**src/rtl/ram_fill_pkg.sv**
```systemverilog
// ram_fill_pkg: shared types and defaults for the RAM fill engine.
// Latency: n/a (types and constants only).
// Backpressure: n/a.
package ram_fill_pkg;

    localparam int RF_ADDR_W = 15;
    localparam int RF_DATA_W = 8;
    localparam int RF_DEPTH  = 16384;

    localparam logic MODE_CONST = 1'b0;
    localparam logic MODE_INCR  = 1'b1;

    typedef enum logic [1:0] {
        IDLE   = 2'd0,
        FILL   = 2'd1,
        VERIFY = 2'd2
    } state_t;

endpackage

```
**src/rtl/ram_fill_patgen.sv**
```systemverilog
// ram_fill_patgen: pattern word for index idx_i, either the seed or seed+idx (mod 2^DATA_W).
// Latency: combinational.
// Backpressure: none.
module ram_fill_patgen
    import ram_fill_pkg::*;
#(
    parameter int DATA_W = RF_DATA_W,
    parameter int IDX_W  = RF_ADDR_W + 1
) (
    input  logic [DATA_W-1:0] seed_i,
    input  logic              mode_i,
    input  logic [IDX_W-1:0]  idx_i,
    output logic [DATA_W-1:0] word_o
);

    // Only the low DATA_W bits of the index matter because the sum wraps.
    assign word_o = (mode_i == MODE_INCR) ? (seed_i + DATA_W'(idx_i)) : seed_i;

endmodule

```
**src/rtl/ram_fill_engine.sv**
```systemverilog
// ram_fill_engine: writes a constant/incrementing pattern over an address window of a single-port RAM.
// Latency: start-to-done len+1 cycles, one word per clock; 2*len+2 with read-back (macro RAM_FILL_VERIFY_EN).
// Backpressure: none; start is sampled only in IDLE and never queued, abort cancels in any state.
module ram_fill_engine
    import ram_fill_pkg::*;
#(
    parameter int ADDR_W = RF_ADDR_W,
    parameter int DATA_W = RF_DATA_W,
    parameter int DEPTH  = RF_DEPTH
) (
    input  logic              clk,
    input  logic              rst_n,
    input  logic              start,
    input  logic              abort,
    input  logic [ADDR_W-1:0] base_addr,
    input  logic [ADDR_W:0]   len,
    input  logic              mode,
    input  logic [DATA_W-1:0] fill_data,
    input  logic [DATA_W-1:0] ram_rdata,
    output logic              ram_en,
    output logic              ram_we,
    output logic [ADDR_W-1:0] ram_addr,
    output logic [DATA_W-1:0] ram_wdata,
    output logic              busy,
    output logic              done,
    output logic              aborted,
    output logic              verify_err,
    output logic [ADDR_W-1:0] err_addr
);

    localparam int               LEN_W   = ADDR_W + 1;
    localparam logic [LEN_W-1:0] DEPTH_L = LEN_W'(DEPTH);

    state_t              state_q;
    logic [LEN_W-1:0]    cnt_q, cnt_d;
    logic [LEN_W-1:0]    len_q, len_d;
    logic                mode_q;
    logic [DATA_W-1:0]   seed_q;
    logic                ram_en_q, ram_we_q;
    logic [ADDR_W-1:0]   ram_addr_q;
    logic [DATA_W-1:0]   ram_wdata_q;
    logic                busy_q, done_q, aborted_q;
    logic [DATA_W-1:0]   wr_pat;

    // Clamp the requested word count and form the next word index.
    always_comb begin
        len_d = (len > DEPTH_L) ? DEPTH_L : len;
        cnt_d = cnt_q + LEN_W'(1);
    end

    // Write data for the word after the one currently on the RAM port.
    ram_fill_patgen #(.DATA_W(DATA_W), .IDX_W(LEN_W)) u_wr_pat (
        .seed_i (seed_q),
        .mode_i (mode_q),
        .idx_i  (cnt_d),
        .word_o (wr_pat)
    );

`ifdef RAM_FILL_VERIFY_EN
    logic [ADDR_W-1:0] base_q, cmp_addr_q, err_addr_q;
    logic [DATA_W-1:0] exp_q, rd_pat;
    logic              cmp_vld_q, verify_err_q;

    // Expected data for the read being issued this cycle.
    ram_fill_patgen #(.DATA_W(DATA_W), .IDX_W(LEN_W)) u_rd_pat (
        .seed_i (seed_q),
        .mode_i (mode_q),
        .idx_i  (cnt_q),
        .word_o (rd_pat)
    );
`else
    logic unused_rdata;
    assign unused_rdata = ^ram_rdata;
`endif

    // Control FSM; every RAM-port and status output comes straight from a register.
    always_ff @(posedge clk or negedge rst_n) begin
        if (!rst_n) begin
            state_q     <= IDLE;
            cnt_q       <= '0;
            len_q       <= '0;
            mode_q      <= 1'b0;
            seed_q      <= '0;
            ram_en_q    <= 1'b0;
            ram_we_q    <= 1'b0;
            ram_addr_q  <= '0;
            ram_wdata_q <= '0;
            busy_q      <= 1'b0;
            done_q      <= 1'b0;
            aborted_q   <= 1'b0;
`ifdef RAM_FILL_VERIFY_EN
            base_q       <= '0;
            cmp_addr_q   <= '0;
            err_addr_q   <= '0;
            exp_q        <= '0;
            cmp_vld_q    <= 1'b0;
            verify_err_q <= 1'b0;
`endif
        end else begin
            done_q    <= 1'b0;
            aborted_q <= 1'b0;
`ifdef RAM_FILL_VERIFY_EN
            cmp_vld_q <= 1'b0;
`endif
            if (abort) begin
                // Abort beats everything, including a start in the same cycle.
                state_q   <= IDLE;
                cnt_q     <= '0;
                ram_en_q  <= 1'b0;
                ram_we_q  <= 1'b0;
                busy_q    <= 1'b0;
                aborted_q <= 1'b1;
            end else begin
`ifdef RAM_FILL_VERIFY_EN
                // Read data arrives one cycle after its address; only the first miss is kept.
                if (cmp_vld_q && (ram_rdata != exp_q) && !verify_err_q) begin
                    verify_err_q <= 1'b1;
                    err_addr_q   <= cmp_addr_q;
                end
`endif
                case (state_q)
                    IDLE: begin
                        if (start) begin
                            mode_q <= mode;
                            seed_q <= fill_data;
                            len_q  <= len_d;
                            cnt_q  <= '0;
`ifdef RAM_FILL_VERIFY_EN
                            base_q       <= base_addr;
                            verify_err_q <= 1'b0;
                            err_addr_q   <= '0;
`endif
                            if (len_d == '0) begin
                                done_q <= 1'b1;
                            end else begin
                                state_q     <= FILL;
                                busy_q      <= 1'b1;
                                ram_en_q    <= 1'b1;
                                ram_we_q    <= 1'b1;
                                ram_addr_q  <= base_addr;
                                ram_wdata_q <= fill_data;
                            end
                        end
                    end
                    FILL: begin
                        if (cnt_q == len_q - LEN_W'(1)) begin
                            cnt_q    <= '0;
                            ram_we_q <= 1'b0;
`ifdef RAM_FILL_VERIFY_EN
                            state_q    <= VERIFY;
                            ram_addr_q <= base_q;
`else
                            state_q  <= IDLE;
                            ram_en_q <= 1'b0;
                            busy_q   <= 1'b0;
                            done_q   <= 1'b1;
`endif
                        end else begin
                            cnt_q       <= cnt_d;
                            ram_addr_q  <= ram_addr_q + ADDR_W'(1);
                            ram_wdata_q <= wr_pat;
                        end
                    end
`ifdef RAM_FILL_VERIFY_EN
                    VERIFY: begin
                        if (ram_en_q) begin
                            cmp_vld_q  <= 1'b1;
                            cmp_addr_q <= ram_addr_q;
                            exp_q      <= rd_pat;
                            if (cnt_q == len_q - LEN_W'(1)) begin
                                cnt_q    <= '0;
                                ram_en_q <= 1'b0;
                            end else begin
                                cnt_q      <= cnt_d;
                                ram_addr_q <= ram_addr_q + ADDR_W'(1);
                            end
                        end else begin
                            // Drain cycle: the final compare lands on this edge.
                            state_q <= IDLE;
                            busy_q  <= 1'b0;
                            done_q  <= 1'b1;
                        end
                    end
`endif
                    default: state_q <= IDLE;
                endcase
            end
        end
    end

    assign ram_en    = ram_en_q;
    assign ram_we    = ram_we_q;
    assign ram_addr  = ram_addr_q;
    assign ram_wdata = ram_wdata_q;
    assign busy      = busy_q;
    assign done      = done_q;
    assign aborted   = aborted_q;
`ifdef RAM_FILL_VERIFY_EN
    assign verify_err = verify_err_q;
    assign err_addr   = err_addr_q;
`else
    assign verify_err = 1'b0;
    assign err_addr   = '0;
`endif

endmodule

```
**config.mk**
```make
export PLATFORM = sky130hd
export DESIGN_NAME = ram_fill_engine
export DESIGN_NICKNAME = d
export VERILOG_FILES = /design/src/rtl/ram_fill_pkg.sv /design/src/rtl/ram_fill_patgen.sv /design/src/rtl/ram_fill_engine.sv
export SDC_FILE = /design/constraint.sdc
export NUM_CORES = 1
export LEC_CHECK = 0
export ABC_AREA = 1
export ABC_CLOCK_PERIOD_IN_PS = 4500
export CAP_MARGIN = 20
export CORE_MARGIN = 8
export CORE_UTILIZATION = 50
export DETAILED_ROUTE_END_ITERATION = 8
export PLACE_DENSITY = 0.84
export SYNTH_ARGS = -nofsm -noshare
export SYNTH_HDL_FRONTEND = slang
export SYNTH_SLANG_ARGS = --single-unit
```
**constraint.sdc**
```tcl
create_clock -name clk -period 4.5 [get_ports clk]
set_input_delay 0.9 -clock clk [delete_from_list [all_inputs] [get_ports clk]]
set_output_delay 0.9 -clock clk [all_outputs]
set_load 0.005 [all_outputs]
```
==> impl_metrics.ini <==
[final_layout]
stdcell_count = 824
drive_gt1_frac = 0.0519
fin_nets = 772
fin_area_mm2 = 0.00547
antenna_cells = 0
syn_to_final_growth_pct = 19.6

[detailed_routing]
wl_um = 12000
first_iter_violations = 207
wire_per_inst_um = 14.5
drtAntennaViolNets = 0
route.detailed.drc = 0
drtPass1Iterations = 6
vias = 4397
viasPerCell = 5.34

[worst_setup_path]
cp_slowest_cell = dfrtp_1
crit_arrival_ns = 1.88
critical-path-top-delay-family = flip-flops
critPathCaptureType = output pin
path_max_fanout = 23
crit_path_start_kind = register
critPathMaxStageDelay_ns = 0.88
crit_chain = clkdlybuf4s50_1
worstPathRequired_ns = 3.60
path_buf_inv = 1
crit_type = register to output pin

[power_and_ir_drop]
netSwitchingFraction = 0.363
p_per_area_mw_per_mm2 = 381
ir_drop_mv = 0.195
power.total_uw = 2080
seqPwrFrac = 0.394
power.switching_uw = 755
p_int_uw = 1330
combPwrFrac = 0.355
static-leakage-power_uw = 0.00275
p_clk_frac = 0.251

[job]
cap_violations = 0

[sta]
finClkSkew_ns = 0.00896
setup_viol = 0
worstMarginPinSlew_ns = 0.923
fmax_mhz = 360
timing.final.crit_share = 0.618
fin_crit_ns = 2.78
rsz0062_at_grt = false
final-hold-violation-count = 0
hold_slack_ns = 0.516
relSlewSlack = 0.385
drv_slew = 0
tns_ns = 0

[global_route]
grtUsageTotal = 0.196
grt_max_degree = 42
grt-ovfl-total = 0
grt_antenna_before_repair = 0
grt_pass1_vias = 4523
grt_pass1_wl_um = 20500

[clock_tree]
clk_pin_slew_worst_paths_ns = 0.07
numCtsBuffers = 9
cts_setup_buffers = 0
cts_hold_buffers = 0
cts_buffer_depth = 2
clk_latency_ns = 0.35
root_buffer = clkbuf_8
cts_tree = built
cts.sinks = 67
ctsHtreeMaxLevel = 3
cts_resized = 0

[floorplanning]
die_width_um = 112
fp.coreArea_mm2 = 0.00906
start_util = 0.504
die_y_um = 112
die_area_mm2 = 0.0125
ioPinCount = 96
num_rows = 35

[place]
place.gp.congestion = 0.876
place_hpwl_um = 8740
dp_cells = 809
portBuffers = 71
place_area_mm2 = 0.00527

[yosys]
synth.most_common_cell = nand2_1
synthFlopType = dfrtp_1
synthArstFlopShare = 1.00
ys_seq_elements = 67
avgSynthCellArea_um2 = 7.10
synth_edf_count = 0
synthesis.area_mm2 = 0.00457
synth.top_cells.by_area = dfrtp_1 37%, nand2_1 15%, nand3_1 7.8%
yosysSeqAreaShare = 0.367
yosysWarnings = 0
synthTopCellsByCount = 188 x nand2_1, 78 x inv_1, 71 x nand3_1, 67 x dfrtp_1, 49 x nor2_1
yosys.area.top_type = dfrtp_1
ys_types = 37
synth_cells = 644
synth_top_cell_area_share = 0.367

[status]
outcome = finished, final reports clean

[worst_hold_path]
hp-class = register to register
[path summary, 6_finish.rpt]
kind	to	slack [ns]	cells after the start	startpoint
max	ram_we	1.72	1	busy
min	ram_wdata[5]	0.52	2	ram_wdata[5]
max reg2reg	ram_wdata[7]	1.90	18	cnt_q[1]
min reg2reg	ram_wdata[5]	0.52	2	ram_wdata[5]
max in group asynchronous	len_q[3]	2.91	2	rst_n
min in group asynchronous	ram_addr[10]	0.68	1	rst_n
[flip-flops by register name, summed over array words and instances (netlist names)]
register,count
aborted,1
busy,1
cnt_q,16
done,1
len_q,16
mode_q,1
ram_addr,15
ram_wdata,8
seed_q,8
[cells in the final DEF, fill, tap and decap left out, types with 3 or more instances in the layout]
| master | synthesis | routed |
|---|---|---|
| a21oi_1 | 7 | 7 |
| buf_4 | 19 | 5 |
| clkbuf_8 | 0 | 11 |
| clkdlybuf4s50_1 | 0 | 70 |
| conb_1 | 1 | 16 |
| dfrtp_1 | 67 | 67 |
| ha_1 | 10 | 10 |
| inv_1 | 78 | 78 |
| nand2_1 | 188 | 188 |
| nand2_2 | 3 | 3 |
| nand3_1 | 71 | 71 |
| nand3b_1 | 3 | 3 |
| nand4_1 | 8 | 8 |
| nor2_1 | 49 | 49 |
| nor2_2 | 4 | 4 |
| nor3_1 | 9 | 9 |
| nor3b_1 | 3 | 3 |
| o21ai_0 | 32 | 32 |
| o22ai_1 | 18 | 18 |
| xnor2_1 | 13 | 13 |
| xor2_1 | 23 | 23 |
[layout make-up]
| cell class | instances | area (µm²) |
|---|---|---|
| fill | 816 | 3600 |
| tap | 111 | 139 |
| sequential | 67 | 1680 |
| inverter | 80 | 300 |
| clock buffer | 11 | 151 |
| timing repair buffer | 76 | 743 |
| clock inverter | 4 | 50.0 |
| multi-input combinational | 475 | 2410 |
[power by group through the flow]
| stage | Sequential, µW | Combinational (µW) | Clock, µW |
|---|---|---|---|
| floorplan | 797 | 477 | 0 |
| global placement | 821 | 703 | 0 |
| detailed placement | 824 | 729 | 0 |
| CTS | 817 | 738 | 521 |
| global route | 836 | 834 | 554 |
| finish | 821 | 739 | 522 |
[metrics by stage]
stage	worst slack, ns	utilization
2_1_floorplan	2.31	-
3_3_place_gp	1.54	0.581
3_5_place_dp	1.46	0.581
4_1_cts	1.73	0.603
5_1_grt	1.58	0.603
6_report	1.72	0.603
[cells by family after synthesis]
group                      synth area share
DFF                                   0.367
xor gates and xnor gates             0.0690
other                              0.000820
buffers and inverters                 0.119
adders and majority gates            0.0317
and+or+nand+nor                       0.331
AOI/OAI and AO/OA                    0.0810
[per-layer routing]
metal,GRT usage,vias to the layer above,share of wire
met5,0,-,0
met4,0.0583,0,0.018
met3,0.0666,25,0.083
met2,0.334,166,0.48
met1,0.229,2055,0.42
li1,-,2151,-
Note: power is estimated with default switching activity, not from simulation.
